`src/rtl/stage_wb_if.sv`:
```
// MEM/WB stage bus: memory-stage results and pipeline control in,
// register-file write port and status out.
interface stage_wb_if #(
  parameter int COUNT_WIDTH = 32
);
  logic                   stall;
  logic                   flush;
  logic                   inValid;
  logic                   inRegWrite;
  logic [1:0]             inMemtoReg;
  logic [2:0]             inflagLoadWordDividerMEM;
  logic [4:0]             inWriteReg;
  logic [31:0]            inAluResult;
  logic [31:0]            inMemData;
  logic [31:0]            inLinkPc;
  logic                   outRegWrite;
  logic [4:0]             outWriteReg;
  logic [31:0]            outWriteData;
  logic                   outValid;
  logic                   excLoadMisaligned;
  logic [COUNT_WIDTH-1:0] retireCount;

  modport master (
    output stall, flush, inValid, inRegWrite, inMemtoReg,
           inflagLoadWordDividerMEM, inWriteReg, inAluResult, inMemData, inLinkPc,
    input  outRegWrite, outWriteReg, outWriteData, outValid,
           excLoadMisaligned, retireCount
  );

  modport slave (
    input  stall, flush, inValid, inRegWrite, inMemtoReg,
           inflagLoadWordDividerMEM, inWriteReg, inAluResult, inMemData, inLinkPc,
    output outRegWrite, outWriteReg, outWriteData, outValid,
           excLoadMisaligned, retireCount
  );
endinterface

```
`src/rtl/stage_wb.sv`:
```
// MEM/WB pipeline stage: latches memory results, extracts sub-word loads,
// selects the write-back value and drives the register-file write port.
module stage_wb #(
  parameter int COUNT_WIDTH = 32,
  parameter bit BIG_ENDIAN  = 1'b1
) (
  input logic       clk,
  input logic       rst_n,
  stage_wb_if.slave bus
);
  localparam logic [COUNT_WIDTH-1:0] CountOne = {{(COUNT_WIDTH-1){1'b0}}, 1'b1};

  logic                   validR;
  logic                   regWriteR;
  logic [1:0]             memtoRegR;
  logic [2:0]             dividerR;
  logic [4:0]             writeRegR;
  logic [31:0]            aluResultR;
  logic [31:0]            memDataR;
  logic [31:0]            linkPcR;
  logic [COUNT_WIDTH-1:0] countR;

  logic [1:0]  off;
  logic [7:0]  byteSel;
  logic [15:0] halfSel;
  logic [31:0] loadData;
  logic [31:0] writeData;
  logic        alignFault;
  logic        misaligned;

  assign off = aluResultR[1:0];

  // MEM/WB latch and retire counter: flush beats stall beats capture.
  always_ff @(posedge clk or negedge rst_n) begin
    if (!rst_n) begin
      validR     <= 1'b0;
      regWriteR  <= 1'b0;
      memtoRegR  <= 2'd0;
      dividerR   <= 3'd0;
      writeRegR  <= 5'd0;
      aluResultR <= 32'd0;
      memDataR   <= 32'd0;
      linkPcR    <= 32'd0;
      countR     <= {COUNT_WIDTH{1'b0}};
    end else if (bus.flush) begin
      validR     <= 1'b0;
      regWriteR  <= 1'b0;
      memtoRegR  <= 2'd0;
      dividerR   <= 3'd0;
      writeRegR  <= 5'd0;
      aluResultR <= 32'd0;
      memDataR   <= 32'd0;
      linkPcR    <= 32'd0;
    end else if (!bus.stall) begin
      validR     <= bus.inValid;
      regWriteR  <= bus.inRegWrite;
      memtoRegR  <= bus.inMemtoReg;
      dividerR   <= bus.inflagLoadWordDividerMEM;
      writeRegR  <= bus.inWriteReg;
      aluResultR <= bus.inAluResult;
      memDataR   <= bus.inMemData;
      linkPcR    <= bus.inLinkPc;
      if (bus.inValid) begin
        countR <= countR + CountOne;
      end
    end
  end

  // Byte and halfword lane selection; lane 0 sits in the MSBs when big-endian.
  always_comb begin
    byteSel = 8'd0;
    case (off)
      2'd0:    byteSel = BIG_ENDIAN ? memDataR[31:24] : memDataR[7:0];
      2'd1:    byteSel = BIG_ENDIAN ? memDataR[23:16] : memDataR[15:8];
      2'd2:    byteSel = BIG_ENDIAN ? memDataR[15:8]  : memDataR[23:16];
      2'd3:    byteSel = BIG_ENDIAN ? memDataR[7:0]   : memDataR[31:24];
      default: byteSel = 8'd0;
    endcase
    if (off[1] ^ BIG_ENDIAN) begin
      halfSel = memDataR[31:16];
    end else begin
      halfSel = memDataR[15:0];
    end
  end

  // Load extension and alignment check; unused divider codes behave as lw.
  always_comb begin
    loadData   = memDataR;
    alignFault = 1'b0;
    case (dividerR)
      3'b001: begin
        loadData   = {{16{halfSel[15]}}, halfSel};
        alignFault = off[0];
      end
      3'b010: begin
        loadData   = {16'd0, halfSel};
        alignFault = off[0];
      end
      3'b011: begin
        loadData   = {{24{byteSel[7]}}, byteSel};
        alignFault = 1'b0;
      end
      3'b100: begin
        loadData   = {24'd0, byteSel};
        alignFault = 1'b0;
      end
      default: begin
        loadData   = memDataR;
        alignFault = (off != 2'd0);
      end
    endcase
  end

  // Write-back source select.
  always_comb begin
    writeData = aluResultR;
    case (memtoRegR)
      2'b00:   writeData = aluResultR;
      2'b01:   writeData = loadData;
      2'b10:   writeData = linkPcR;
      default: writeData = aluResultR;
    endcase
  end

  assign misaligned = validR & (memtoRegR == 2'b01) & alignFault;

  assign bus.outRegWrite       = validR & regWriteR & (writeRegR != 5'd0) & ~misaligned;
  assign bus.outWriteReg       = writeRegR;
  assign bus.outWriteData      = writeData;
  assign bus.outValid          = validR;
  assign bus.excLoadMisaligned = misaligned;
  assign bus.retireCount       = countR;
endmodule

```
`src/flat_wrapper.sv`:
```
// flat-port wrapper written by rule: the top's interface ports become plain ports
module stage_wb_flat 
#(
  parameter int COUNT_WIDTH = 32,
  parameter bit BIG_ENDIAN  = 1'b1
)
  (clk, rst_n, bus_stall, bus_flush, bus_inValid, bus_inRegWrite, bus_inMemtoReg, bus_inflagLoadWordDividerMEM, bus_inWriteReg, bus_inAluResult, bus_inMemData, bus_inLinkPc, bus_outRegWrite, bus_outWriteReg, bus_outWriteData, bus_outValid, bus_excLoadMisaligned, bus_retireCount);
  stage_wb_if #(.COUNT_WIDTH(COUNT_WIDTH)) bus_i ();
  input logic clk;
  input logic rst_n;
  input wire logic [$bits(bus_i.stall)-1:0] bus_stall;
  input wire logic [$bits(bus_i.flush)-1:0] bus_flush;
  input wire logic [$bits(bus_i.inValid)-1:0] bus_inValid;
  input wire logic [$bits(bus_i.inRegWrite)-1:0] bus_inRegWrite;
  input wire logic [$bits(bus_i.inMemtoReg)-1:0] bus_inMemtoReg;
  input wire logic [$bits(bus_i.inflagLoadWordDividerMEM)-1:0] bus_inflagLoadWordDividerMEM;
  input wire logic [$bits(bus_i.inWriteReg)-1:0] bus_inWriteReg;
  input wire logic [$bits(bus_i.inAluResult)-1:0] bus_inAluResult;
  input wire logic [$bits(bus_i.inMemData)-1:0] bus_inMemData;
  input wire logic [$bits(bus_i.inLinkPc)-1:0] bus_inLinkPc;
  output wire logic [$bits(bus_i.outRegWrite)-1:0] bus_outRegWrite;
  output wire logic [$bits(bus_i.outWriteReg)-1:0] bus_outWriteReg;
  output wire logic [$bits(bus_i.outWriteData)-1:0] bus_outWriteData;
  output wire logic [$bits(bus_i.outValid)-1:0] bus_outValid;
  output wire logic [$bits(bus_i.excLoadMisaligned)-1:0] bus_excLoadMisaligned;
  output wire logic [$bits(bus_i.retireCount)-1:0] bus_retireCount;
  assign bus_i.stall = bus_stall;
  assign bus_i.flush = bus_flush;
  assign bus_i.inValid = bus_inValid;
  assign bus_i.inRegWrite = bus_inRegWrite;
  assign bus_i.inMemtoReg = bus_inMemtoReg;
  assign bus_i.inflagLoadWordDividerMEM = bus_inflagLoadWordDividerMEM;
  assign bus_i.inWriteReg = bus_inWriteReg;
  assign bus_i.inAluResult = bus_inAluResult;
  assign bus_i.inMemData = bus_inMemData;
  assign bus_i.inLinkPc = bus_inLinkPc;
  assign bus_outRegWrite = bus_i.outRegWrite;
  assign bus_outWriteReg = bus_i.outWriteReg;
  assign bus_outWriteData = bus_i.outWriteData;
  assign bus_outValid = bus_i.outValid;
  assign bus_excLoadMisaligned = bus_i.excLoadMisaligned;
  assign bus_retireCount = bus_i.retireCount;
  stage_wb #(.COUNT_WIDTH(COUNT_WIDTH), .BIG_ENDIAN(BIG_ENDIAN)) u_core (.clk(clk), .rst_n(rst_n), .bus(bus_i));
endmodule
```
`config.mk`:
```
export PLATFORM = sky130hd
export DESIGN_NAME = stage_wb_flat
export DESIGN_NICKNAME = d
export VERILOG_FILES = /design/src/rtl/stage_wb_if.sv /design/src/rtl/stage_wb.sv /design/src/flat_wrapper.sv
export SDC_FILE = /design/constraint.sdc
export NUM_CORES = 1
export LEC_CHECK = 0
export CORE_MARGIN = 3
export CORE_UTILIZATION = 54
export DETAILED_ROUTE_END_ITERATION = 7
export GPL_ROUTABILITY_DRIVEN = 0
export PLACE_DENSITY = 0.87
export SYNTH_ARGS = -nofsm -noshare
export SYNTH_HDL_FRONTEND = slang
export SYNTH_SLANG_ARGS = --single-unit
```
`constraint.sdc`:
```
create_clock -name clk -period 4.9 [get_ports clk]
set_input_delay 0.98 -clock clk [delete_from_list [all_inputs] [get_ports clk]]
set_output_delay 0.98 -clock clk [all_outputs]
set_load 0.005 [all_outputs]
```
* Word level (Yosys, flattened, before mapping)
Index checks and enable logic that the tools add are counted.
Cells by class: equal/unequal tests 10, reduce and logical (&&, ||, !) cells 6, bitwise operators 8, muxes and demuxes 21, $add $sub $neg 1
Operator list (number):
- 32-bit two-way mux | 6
- 32-bit case mux with 4 select lines | 1
- 32-bit case mux with 2 select lines | 1
- 32-bit by 1-bit adder with 32-bit output (second input constant) | 1
- 8-bit case mux with 4 select lines | 1
- 16-bit two-way mux | 1
- 5-bit two-way mux | 2
- 2-bit == test (second input constant) | 3
- 3-bit by 2-bit == test with 1-bit output (second input constant) | 2
- 3-bit two-way mux | 2
- 1-bit bitwise AND | 5
- 5-bit nonzero test | 1
- 2-bit by 1-bit == test with 1-bit output (second input constant) | 2
- 1-bit two-way mux | 4
- 2-bit two-way mux | 2
- 2-bit OR reduction | 2
- 3-bit by 1-bit == test with 1-bit output (second input constant) | 1
- 3-bit == test (second input constant) | 1
- 1-bit NOT | 3
- 3-bit AND reduction | 1
- 2-bit zero test | 1
- 2-bit by 1-bit inequality test with 1-bit output (second input constant) | 1
- 1-bit case mux with 2 select lines | 1
- 2-bit nonzero test | 1
Word-level totals: input bits 112, logic and storage cells 55, output and inout port bits 72, register bits 140

* Logic depth before layout (Yosys ltp)
word-level depth 6, gate-level depth with buffers 8, gate-level depth less buffers 6

* Worst setup path after synthesis
Ideal clock, no wire load.
path type reg2out, start point register u_core.memtoRegR[0], end point output bus_outWriteData[16], path buffers 3, data required time 3.920 ns, data arrival time 1.584 ns, path slack 2.336 ns, stages on the path, launching flop included 8, path through dfrtp_1 > inv_1 > ha_1 > clkbuf_1 > clkbuf_1 > clkbuf_1 > nand2_1 > o221ai_2
Between the ends: word-level cells in the longest chain between the ends 2, elaborated cells on any way between the ends 3, classes of those cells eq/ne: 2; mux: 1
RTL lines:
- from (decl) | RTL line stage_wb.sv:15 | logic [1:0] memtoRegR;
- from (signal assigned) | RTL line stage_wb.sv:57 | memtoRegR <= bus.inMemtoReg;
- 2-bit == test or 2-bit by 1-bit == test with 1-bit output (tied branches) | RTL line stage_wb.sv:117 | case (memtoRegR)
- 32-bit case mux with 2 select lines (*) | RTL line stage_wb.sv:117
- to (decl) | RTL line flat_wrapper.sv:23 | output wire logic [$bits(bus_i.outWriteData)-1:0] bus_outWriteData;
Every way passes the cells marked *; elsewhere a longest branch is shown, timed or not.

* Final worst setup path
start point register u_core.dividerR[0], end point output bus_outWriteData[10]
Between the ends: word-level cells in the longest chain between the ends 3, elaborated cells on any way between the ends 6, classes of those cells eq/ne: 4; mux: 2
RTL lines:
- from (decl) | RTL line stage_wb.sv:16 | logic [2:0] dividerR;
- from (signal assigned) | RTL line stage_wb.sv:58 | dividerR <= bus.inflagLoadWordDividerMEM;
- 3-bit == test, or another cell as far along | RTL line stage_wb.sv:90 | case (dividerR)
- 32-bit case mux with 4 select lines (*) | RTL line stage_wb.sv:90
- 32-bit case mux with 2 select lines (*) | RTL line stage_wb.sv:117
Marked as above.

==> flow_summary.ini <==
[synthesis]
synthTopCellsByArea = dfrtp_1 47%, mux2i_1 16%, nor2_1 7.9%, nand2_1 3.5%, xnor2_1 2.4%
yosysUniqueCellTypes = 47
netlist_instances = 736
muxShareOfSynthArea_pct = 17.8
synth_nets = 851
synth_xor_area_share_pct = 4.16
synth_top_area_share_pct = 47.4
synth_edf_count = 0
yosys_warnings = 0
synth_area_um2 = 7400
synth.ff_latch_count = 140
synth_flop_cell = dfrtp_1
synth_area_per_cell_um2 = 10.1
synth_area_leader_cell = dfrtp_1
synth-simple-area-share_pct = 16.3
synth_fa_ha_area_share_pct = 0.507
async_flop_share_pct = 100
synth_top_family_by_area = multiplexers
ys_seq_area_share_pct = 47.4
synth_compound_area_share_pct = 10.1

[grt]
grt_pass1_vias = 6289
grt_max_degree = 79
track_usage_pct = 28.1
antenna_found_initial = 1
grt_first_pass_wirelength_um = 32700
grt-ovfl-total = 0

[final_layout]
nets = 1008
multiInputGateArea_um2 = 3620
antenna_cells = 0
layout_common_cells = 180 x clkdlybuf4s50_1, 155 x nor2_1, 140 x dfrtp_1
areaGrowthSynthToFinish_pct = 32.9
final_common_cell = clkdlybuf4s50_1
regArea_um2 = 3500
drive_gt1_share_pct = 7.84
n_fill_cell = 952

[drt]
drc = 0
drtIter0Drc = 632
wl_per_cell_um = 18.8
route.vias.total = 6108
finalWirelength_um = 20400
drt_pass1_iterations = 5
antenna_left = 0
viasPerCell = 5.65

[cts]
clockBufferDepth = 2
cts_buffers = 17
postCtsHoldBufs = 0
cts.clk_slew.worst_paths_ps = 60
tritoncts = done
root_buffer = clkbuf_16
cts.sinks = 140
cts_setup_buffers = 0
htreeDepth = 4
ctsResizeCount = 0
clkLatencyLatePin_ps = 420

[run_status]
status = complete, no violations

[die]
row_count = 42
io_pins = 184
start_util_pct = 55.6
coreArea_um2 = 13300
die_x_um = 123
dieArea_um2 = 15100
die_h_um = 123

[pwr]
pwr_density_cell_nw_per_um2 = 313
power.total_mw = 3.08
ir_drop_uv = 221
p_leak_nw = 4.38

[worst_setup_path]
crit_buf_inv = 1
cp.required_ps = 3920
critPathKind = flip-flop to primary output
cp_cell_sequence = nor2_2 -> xnor2_4 -> o21ai_0 -> a221oi_1 -> clkdlybuf4s50_1
cpLargestDelayFamily = flip-flops
cp-end-kind = primary output
worstPathArrival_ps = 3010
slowest_stage = dfrtp_1
cpPeakStageDelay_ps = 670
cp_max_fo = 25
start_kind = flip-flop

[sta]
period_minus_slack_ps = 3990
worst-slew-pin-transition_ps = 1020
finalSetupViolations = 0
rsz0062_at_grt = no
finalSetupTns_ps = 0
hold_viol = 0
finClkSkew_ps = 7.04
fin_crit_sh_pct = 81.4
slew_violations = 0
maxSlewHeadroom_pct = 32.0
fmax_mhz = 251

[min_path]
hold_path.class = flip-flop to flip-flop

[placed_design]
dp_hpwl_um = 14200
io_buffers = 183

[job]
maxCapViolCount = 0
-- cells in the mapped netlist, types with 9 or more instances --
cell type / n
a21oi_1: 27
nand2_1: 69
mux2i_1: 116
o21ai_0: 14
buf_2: 19
o221ai_1: 9
nand3_1: 14
dfrtp_1: 140
xnor2_1: 20
xor2_1: 12
inv_1: 12
clkbuf_1: 29
o221ai_2: 10
nor2_1: 155
a211oi_1: 9
a221oi_1: 14
-- per-layer routing --
layer	up-vias	global-route usage, %	share of wire [%]
met5	-	0	0.064
met2	250	44.7	47
met3	33	10.7	9.6
li1	2881	-	-
met4	2	9.48	2.4
met1	2942	35.7	41
-- stage by stage --
step | instance area [um2] | utilization, % | hold slack (ps) | setup slack (ps) | cells
after detailed placement | 9270 | 69.7 | 462 | 1410 | 1050
after floorplan | 7400 | - | 468 | 2340 | 736
final | 9830 | 74.0 | 476 | 910 | 1082
after global routing | 9830 | 74.0 | 498 | 730 | 1082
after CTS | 9830 | 74.0 | 479 | 961 | 1082
after global placement | 9270 | 69.7 | 465 | 1500 | 1050
-- layout make-up --
cell class | count | share of cell area, %
well taps | 176 | 2.24
inverters | 12 | 0.458
flip-flops and latches | 140 | 35.6
repair buffers | 189 | 19.1
clock inverters | 15 | 1.41
multi-input cells | 533 | 36.8
clock buffers | 17 | 4.33
-- flip-flops by register name, indices dropped and copies added, names as in the netlist --
register,flops
u_core.bus.retireCount,32
u_core.regWriteR,1
u_core.memDataR,32
u_core.memtoRegR,2
u_core.bus.outWriteReg,5
u_core.aluResultR,32
u_core.linkPcR,32
u_core.dividerR,3
u_core.bus.outValid,1
-- worst paths after layout --
kind                                             from                         end  slack (ps)  cells past startpoint
setup / recovery                   u_core.dividerR[0]        bus_outWriteData[10]         910                      5
hold / removal             u_core.bus.retireCount[31]  u_core.bus.retireCount[31]         480                      1
setup reg to reg            u_core.bus.retireCount[2]  u_core.bus.retireCount[31]        3100                      5
hold reg to reg            u_core.bus.retireCount[31]  u_core.bus.retireCount[31]         480                      1
max in group asynchronous                       rst_n       u_core.aluResultR[19]        3380                      2
min in group asynchronous                       rst_n       u_core.aluResultR[11]         590                      1
-- kinds of logic after synthesis --
group	Yosys count
AND/OR/NAND/NOR	274
flip-flops	140
multiplexers	124
AO/OA/AOI/OAI	99
buffers and inverters	63
XOR/XNOR	33
adder cells (fa/ha/maj)	3
-- where the power goes --
part / total, mW / internal, mW / leakage (nW) / switching, mW
Sequential: 1.30 / 1.22 / 1.87 / 0.0773
Combinational: 0.547 / 0.291 / 2.25 / 0.255
Clock: 1.23 / 0.704 / 0.263 / 0.526
-- worst register-to-register path, stage by stage, from the launching register on --
cell,delay (ps)
dfrtp_1,380
and4bb_1,300
nand4_1,310
nor3_2,390
nand3_1,160
xnor2_1,140
Power figures use the tool's default switching activity.
